==> config.mk <==
export PLATFORM = sky130hd
export DESIGN_NAME = gpio_in_debounce
export DESIGN_NICKNAME = d
export VERILOG_FILES = /design/src/rtl/gpio_pkg.sv /design/src/rtl/debounce_bit.sv /design/src/rtl/gpio_in_debounce.sv
export SDC_FILE = /design/constraint.sdc
export NUM_CORES = 1
export LEC_CHECK = 0
export CORE_UTILIZATION = 55
export DETAILED_ROUTE_END_ITERATION = 12
export GPL_TIMING_DRIVEN = 0
export PLACE_DENSITY = 0.76
export SYNTH_ARGS = -nofsm -noshare
export SYNTH_HDL_FRONTEND = slang
export SYNTH_SLANG_ARGS = --single-unit
==> constraint.sdc <==
create_clock -name clk -period 2 [get_ports clk]
set_input_delay 0.3 -clock clk [delete_from_list [all_inputs] [get_ports clk]]
set_output_delay 0.3 -clock clk [all_outputs]
set_load 0.01 [all_outputs]
==> src/rtl/gpio_pkg.sv <==
// Shared constants, counter sizing and debounce FSM encoding for the GPIO
// input conditioning stage.
package gpio_pkg;

    localparam int unsigned GPIO_WIDTH_DEF           = 32'd8;
    localparam int unsigned GPIO_SYNC_STAGES_DEF     = 32'd2;
    localparam int unsigned GPIO_DEBOUNCE_CYCLES_DEF = 32'd50000;

    typedef enum logic {
        DB_STABLE   = 1'b0,
        DB_COUNTING = 1'b1
    } db_state_e;

    // Counter width for a debounce window of n cycles: max(1, clog2(n)).
    function automatic int unsigned db_cnt_width(input int unsigned n);
        int unsigned w;
        w = 32'($clog2(n));
        return (w < 32'd1) ? 32'd1 : w;
    endfunction

endpackage

==> src/rtl/debounce_bit.sv <==
// One GPIO bit: synchronizer chain, debounce FSM with dwell counter, and an
// optional registered acceptance pulse (built only with GPIO_IN_CHANGE_EN).
module debounce_bit
    import gpio_pkg::*;
#(
    parameter int unsigned SYNC_STAGES     = GPIO_SYNC_STAGES_DEF,
    parameter int unsigned DEBOUNCE_CYCLES = GPIO_DEBOUNCE_CYCLES_DEF
) (
    input  logic clk,
    input  logic reset,
    input  logic pad_i,
    output logic stable_o,
    output logic changed_o
);

    localparam int unsigned    CNT_W           = db_cnt_width(DEBOUNCE_CYCLES);
    localparam logic [CNT_W-1:0] CNT_ONE       = CNT_W'(1);
    // The counter holds the number of differing cycles already seen, so the
    // level is accepted on the cycle that would make it DEBOUNCE_CYCLES.
    localparam logic [CNT_W-1:0] CNT_LAST      = CNT_W'(DEBOUNCE_CYCLES - 32'd1);
    localparam bit             ACCEPT_ON_FIRST = (DEBOUNCE_CYCLES == 32'd1);

    logic [SYNC_STAGES-1:0] sync_q;
    logic [SYNC_STAGES-1:0] sync_d;
    logic                   sync_bit;

    db_state_e              state_q;
    db_state_e              state_d;
    logic [CNT_W-1:0]       cnt_q;
    logic [CNT_W-1:0]       cnt_d;
    logic                   stable_q;
    logic                   stable_d;
    logic                   accept_c;

    // Shift the raw pad level through the synchronizer chain.
    always_comb begin
        sync_d   = {sync_q[SYNC_STAGES-2:0], pad_i};
        sync_bit = sync_q[SYNC_STAGES-1];
    end

    // Debounce FSM next-state: count consecutive differing cycles, drop on glitch.
    always_comb begin
        state_d  = state_q;
        cnt_d    = cnt_q;
        accept_c = 1'b0;
        unique case (state_q)
            DB_STABLE: begin
                if (sync_bit != stable_q) begin
                    if (ACCEPT_ON_FIRST) begin
                        accept_c = 1'b1;
                    end else begin
                        state_d = DB_COUNTING;
                        cnt_d   = CNT_ONE;
                    end
                end
            end
            DB_COUNTING: begin
                if (sync_bit == stable_q) begin
                    state_d = DB_STABLE;
                    cnt_d   = '0;
                end else if (cnt_q == CNT_LAST) begin
                    accept_c = 1'b1;
                    state_d  = DB_STABLE;
                    cnt_d    = '0;
                end else begin
                    cnt_d = cnt_q + CNT_ONE;
                end
            end
            default: begin
                state_d = DB_STABLE;
                cnt_d   = '0;
            end
        endcase
    end

    // Acceptance only ever fires while the bit differs, so it is a toggle.
    assign stable_d = stable_q ^ accept_c;

    // Synchronizer, FSM, counter and accepted level registers.
    always_ff @(posedge clk) begin
        if (reset) begin
            sync_q   <= '0;
            state_q  <= DB_STABLE;
            cnt_q    <= '0;
            stable_q <= 1'b0;
        end else begin
            sync_q   <= sync_d;
            state_q  <= state_d;
            cnt_q    <= cnt_d;
            stable_q <= stable_d;
        end
    end

    assign stable_o = stable_q;

`ifdef GPIO_IN_CHANGE_EN
    logic changed_q;

    // One-cycle pulse registered on the same edge the accepted level updates.
    always_ff @(posedge clk) begin
        if (reset) begin
            changed_q <= 1'b0;
        end else begin
            changed_q <= accept_c;
        end
    end

    assign changed_o = changed_q;
`else
    assign changed_o = 1'b0;
`endif

endmodule

==> src/rtl/gpio_in_debounce.sv <==
// GPIO input conditioning in front of the datapath GPIO_i port: per-bit
// synchronize + debounce, with an optional change event and mask.
// Change event logic is built only when GPIO_IN_CHANGE_EN is defined;
// otherwise change_o / change_mask_o are constant 0.
module gpio_in_debounce
    import gpio_pkg::*;
#(
    parameter int unsigned WIDTH           = GPIO_WIDTH_DEF,
    parameter int unsigned SYNC_STAGES     = GPIO_SYNC_STAGES_DEF,
    parameter int unsigned DEBOUNCE_CYCLES = GPIO_DEBOUNCE_CYCLES_DEF
) (
    input  logic             clk,
    input  logic             reset,
    input  logic [WIDTH-1:0] gpio_pad_i,
    output logic [WIDTH-1:0] gpio_o,
    output logic             change_o,
    output logic [WIDTH-1:0] change_mask_o
);

    logic [WIDTH-1:0] stable_w;
    logic [WIDTH-1:0] changed_w;

    // Independent conditioning channel per GPIO bit.
    for (genvar i = 0; i < WIDTH; i++) begin : g_bit
        debounce_bit #(
            .SYNC_STAGES     (SYNC_STAGES),
            .DEBOUNCE_CYCLES (DEBOUNCE_CYCLES)
        ) u_bit (
            .clk       (clk),
            .reset     (reset),
            .pad_i     (gpio_pad_i[i]),
            .stable_o  (stable_w[i]),
            .changed_o (changed_w[i])
        );
    end

    // Outputs come straight from per-bit flops; change_o merges same-edge pulses.
    assign gpio_o        = stable_w;
    assign change_mask_o = changed_w;
    assign change_o      = |changed_w;

endmodule

; ---- Word-level counts from Yosys, hierarchy flattened
; Cells that the tools add are included.
[word_totals]
register_bits = 160
inputBits = 10
word_cells = 176
out_inout_bits = 17
[op_classes]
muxes = 88
add_sub_neg = 8
bitwise = 16
eq_ne = 32
[ops]
columns = cell, count
row1 = two-way mux 16 bit, 24
row2 = case mux 16 bit (2 select lines), 8
row3 = "adder 16 x 1 -> 16 bit, second input constant", 8
row4 = "== test 16 bit, second input constant", 8
row5 = two-way mux 1 bit, 48
row6 = "inequality test 2 x 1 -> 1 bit, second input constant", 8
row7 = case mux 1 bit (2 select lines), 8
row8 = == test 1 bit, 8
row9 = inequality test 1 bit, 8
row10 = NOT 1 bit, 8
row11 = XOR 1 bit, 8

; ---- Longest topological paths before layout
[logic_depth]
word_depth = 5
depth_mapped = 8
ltp_nobuf = 6

; ---- By module
; Synthesis repeated with hierarchy kept, for this count alone.
[hier_totals]
cells_unflattened = 1019
area_unflattened_um2 = 8664.6
[by_module_without_submodules]
columns = mod, seq_area_each_um2, cells_per_inst, instances, area_each_um2
row1 = debounce_bit, 400.4, 127, 8, 1081.0
row2 = gpio_in_debounce, 0.0, 3, 1, 16.3

; ---- Worst setup path after synthesis
; OpenSTA, ideal clock, no wires.
[synth_timing]
path_kind = register to register
from = reg g_bit[0].u_bit.cnt_q[4]
to = reg g_bit[0].u_bit.cnt_q[11]
setup_ps = 121
stages_incl_launch_ff = 6
path_slack_ps = 0
required_time_ps = 1879
path_buffers = 0
period_less_slack_ps = 2000
arrival_time_ps = 1879
path_cell_list = dfxtp_1 -> or4b_4 -> nor4_4 -> nor2_1 -> a21o_1 -> mux2_4
[synth_via]
elab_chain_cells = 4
word_cells_on_any_way = 5
classes_between = add/sub: 1 / eq/ne: 1 / mux: 3
[synth_lines]
columns = item, line_no
row1 = from (decl), debounce_bit.sv:29  ; logic [CNT_W-1:0] cnt_q;
row2 = from (signal assigned), debounce_bit.sv:89  ; cnt_q <= cnt_d;
row3 = adder 16 x 1 -> 16 bit / == test 16 bit (equally long branches), "debounce_bit.sv:66, debounce_bit.sv:61"
row4 = two-way mux 16 bit (*), debounce_bit.sv:61  ; end else if (cnt_q == CNT_LAST) begin
row5 = two-way mux 16 bit (*), debounce_bit.sv:58  ; if (sync_bit == stable_q) begin
row6 = case mux 16 bit (2 select lines) (*), debounce_bit.sv:46  ; unique case (state_q)
; Mark *: on every way between the ends. The rest lies on a longest branch, timed or not.
; A chain may end at the register's enable or synchronous reset.

; ---- Worst setup path after layout
[layout_timing]
from = reg g_bit[5].u_bit.cnt_q[5]
to = reg g_bit[5].u_bit.cnt_q[2]
[layout_via]
elab_chain_cells = 4
[layout_lines]
columns = item, line_no
row1 = from (decl), debounce_bit.sv:29
row2 = from (signal assigned), debounce_bit.sv:89
row3 = == test 16 bit, debounce_bit.sv:61
row4 = two-way mux 16 bit, debounce_bit.sv:61
row5 = two-way mux 16 bit, debounce_bit.sv:58
row6 = case mux 16 bit (2 select lines), debounce_bit.sv:46
; No other way between the ends.

==> results.py <==
metrics = {
    "timing": {
        "final-setup-viol-count": 0,
        "slew_headroom_pct": 47.9,
        "drv_slew": 0,
        "period_needed_ns": 1.96,
        "finalHoldViolCount": 0,
        "tightest_slew_ns": 0.775,
        "finalCritPeriodShare_pct": 97.8,
        "clock.fmax_mhz": 511,
        "rsz0062_at_grt": "true",
        "setup_tns_ns": 0,
        "worst_clock_skew_ns": 0.00604,
    },
    "logic_synthesis": {
        "syn_area_per_cell_um2": 8.06,
        "ys_warn_count": 0,
        "synth-seq-area-share_pct": 40.6,
        "dominantRegCellSynth": "dfxtp_1",
        "synth_seq_cells": 160,
        "syn_inst": 979,
        "yosys-top-cells-area": "dfxtp_1 (41%), nand2_1 (5.5%), nand3_1 (4.6%), o21ai_0 (4.1%), a31oi_1 (4.0%)",
        "synth_top_area_cell": "dfxtp_1",
        "synth-async-reset-ratio_pct": 0,
        "synth_top_area_share_pct": 40.6,
        "ys_types": 66,
        "synth_edf_count": 0,
        "syn_area_um2": 7890,
    },
    "placed_design": {
        "gpl.final_weighted_congestion": 0.867,
        "hpwlAfterDp_um": 11100,
        "placed_cells": 1184,
        "port_buffers": 17,
    },
    "floorplan": {
        "die_area_um2": 14800,
        "coreArea_um2": 13900,
        "die_h_um": 122,
        "ios": 27,
        "row_count": 43,
        "die_x_um": 122,
        "start_util_pct": 56.6,
    },
    "setup_path": {
        "required_ns": 2.30,
        "path_class": "register to register",
        "start_kind": "register",
        "arrival_ns": 2.25,
        "cp_max_fo": 6,
        "end_kind": "register",
    },
    "grt": {
        "grt_pass1_vias": 5974,
        "grt.overflow.total": 0,
        "grt_pass1_wl_um": 28500,
        "grt_max_degree": 17,
        "grt_usage_pct": 23.9,
        "antenna_found_initial": 0,
    },
    "clock_network": {
        "cts_tree": "done",
        "cts_made_buffers": 17,
        "cts_sinks": 160,
        "clock_path_buffers": 2,
        "htreeDepth": 4,
        "hold_buffers": 0,
        "clk_latency_ns": 0.43,
        "cts.clk_slew.worst_paths_ns": 0.06,
        "cts_root_buf": "clkbuf_16",
    },
    "route": {
        "wirelength_um": 17100,
        "remaining_drc_errors": 0,
        "drtIter0Drc": 532,
        "routed_via_density": 5.80,
        "vias": 7125,
        "wl_per_cell_um": 13.9,
        "ant_nets": 0,
        "first_pass_iters": 5,
    },
    "power": {
        "leakage_nw": 3.15,
        "switching_share_pct": 21.1,
        "p_switching_w": 0.00143,
        "p_int_w": 0.00536,
        "seqPwrFrac_pct": 47.7,
        "combPwrFrac_pct": 3.6,
        "power.density_nw_per_um2": 728,
        "ir_drop_mv": 0.915,
        "p_clk_share_pct": 48.7,
    },
    "final_layout": {
        "layout-drive-gt1-share_pct": 14.6,
        "antenna_cells": 0,
        "fin_cells": 1229,
        "fillCellCount": 1115,
        "area_growth_pct": 18.2,
        "finalNetCount": 1054,
    },
    "status": {
        "status": "finished clean",
    },
    "job": {
        "cap_violations": 0,
    },
    "hold_path": {
        "worstHoldPathType": "input port to register",
    },
}
==> synth_stat cells, types with 21 or more instances <==
master and instances:
nand2_1 116, clkbuf_1 31, nand3_1 73, o21ai_0 64, a31oi_1 51, or3_1 32, xor2_1 21, a21oi_1 59
nor2_1 70, dfxtp_1 160, inv_1 21, nor3_1 38, nand4_1 23
==> path summary, 6_finish.rpt <==
check / from / end / slack [ns] / cells after the start
max: g_bit[5].u_bit.cnt_q[5] / g_bit[5].u_bit.cnt_q[2] / 0.04 / 7
min: gpio_pad_i[1] / g_bit[1].u_bit.sync_q[0] / 0.42 / 2
max reg2reg: g_bit[5].u_bit.cnt_q[5] / g_bit[5].u_bit.cnt_q[2] / 0.04 / 7
min reg2reg: g_bit[0].u_bit.sync_q[0] / g_bit[0].u_bit.sync_q[1] / 0.44 / 1
==> through the flow <==
step | hold slack (ns) | worst slack [ns] | cell area, um^2 | total power, W | utilization, %
detailed placement | 0.426 | -1.31 | 8320 | 0.00354 | 59.7
global route | 0.412 | -0.0192 | 9330 | 0.00705 | 66.9
global placement | 0.418 | -1.30 | 8320 | 0.00354 | 59.7
floorplan | 0.414 | 0.0494 | 7920 | 0.00346 | -
finish | 0.423 | 0.0444 | 9330 | 0.00679 | 66.9
CTS | 0.406 | 0.00561 | 9070 | 0.00685 | 65.1
==> repair_timing <==
action / CTS / global route
cloned: 0 / 0
gates resized for setup: 34 / 62
buffers inserted: 9 / 12
setup endpoints to repair: 157 / 90
hold endpoints to repair: 0 / 0
pin swaps: 5 / 13
==> area by class of cell <==
type                       instances  area [um^2]  area share [%]
timing repair buffer              37          325            3.49
buffer                            51          319            3.42
clock buffer                      22          474            5.08
sequential                       160         3220            34.5
tap                              180          225            2.41
inverter                          21         78.8           0.845
clock inverter                    10          134            1.44
multi-input combinational        748         4550            48.8
==> cells in the final DEF, fill, tap and decap left out, types with 5 or more instances in the layout <==
cell type / synthesis / routed
xor2_1: 21 / 13
o21a_1: 9 / 9
clkbuf_1: 31 / 17
a21o_1: 6 / 6
nor2b_1: 16 / 16
and3_1: 13 / 13
inv_1: 21 / 21
clkdlybuf4s50_1: 0 / 16
a21oi_1: 59 / 59
nor3_1: 38 / 36
clkbuf_16: 0 / 17
nor2_1: 70 / 64
nand3_1: 73 / 72
a31oi_1: 51 / 51
xor2_2: 0 / 6
buf_4: 18 / 41
nor3b_1: 5 / 5
dfxtp_2: 0 / 9
nand3b_1: 7 / 7
nor4_1: 9 / 9
a41oi_1: 9 / 7
mux2i_1: 9 / 9
dfxtp_1: 160 / 149
nand4_1: 23 / 23
and3b_1: 7 / 7
nor4bb_1: 8 / 8
xnor2_1: 5 / 5
clkbuf_2: 0 / 6
o21ai_0: 64 / 60
or2_2: 9 / 8
or3_1: 32 / 31
and4_1: 8 / 5
conb_1: 1 / 9
nand2_1: 116 / 115
and2_1: 7 / 7
==> registers in the layout, indices dropped and copies added (netlist names) <==
name / flops
g_bit.u_bit.cnt_q: 128
g_bit.u_bit.stable_o: 8
g_bit.u_bit.state_q: 8
g_bit.u_bit.sync_q: 16
==> per-layer routing <==
| layer | vias up | GRT usage, % | share of wire, % |
|---|---|---|---|
| met5 | - | 0 | 0 |
| met4 | 0 | 6.87 | 0.95 |
| met3 | 17 | 5.76 | 4.1 |
| met2 | 137 | 35.3 | 45 |
| met1 | 3291 | 34.2 | 50 |
| li1 | 3680 | - | - |
==> power by group through the flow <==
stage | clock [W] | combinational, W | sequential (W)
2_1_floorplan | 0 | 0.000161 | 0.00330
3_3_place_gp | 0 | 0.000232 | 0.00331
3_5_place_dp | 0 | 0.000233 | 0.00331
4_1_cts | 0.00338 | 0.000237 | 0.00324
5_1_grt | 0.00353 | 0.000271 | 0.00324
6_report | 0.00331 | 0.000245 | 0.00324
==> critical path, cell delays in order, from the launching register on <==
cell      delay [ns]
dfxtp_4         0.36
or4_4           0.54
nor4_4          0.41
nor3_4          0.13
buf_4           0.16
buf_6           0.10
nand2b_1        0.05
a31oi_1         0.06
==> kinds of logic (layout without fill, tap and decap cells) <==
logic type,Yosys count,in the layout,share of synthesized area (%)
other,1,9,0.0475
adder cells (fa/ha/maj),8,8,1.27
XOR/XNOR,26,26,2.89
multiplexers,10,10,1.33
AND/OR/NAND/NOR,473,473,32.2
flip-flops,160,160,40.6
buffers and inverters,79,141,4.99
AO/OA/AOI/OAI,222,222,16.7
Power figures use the tool's default switching activity.
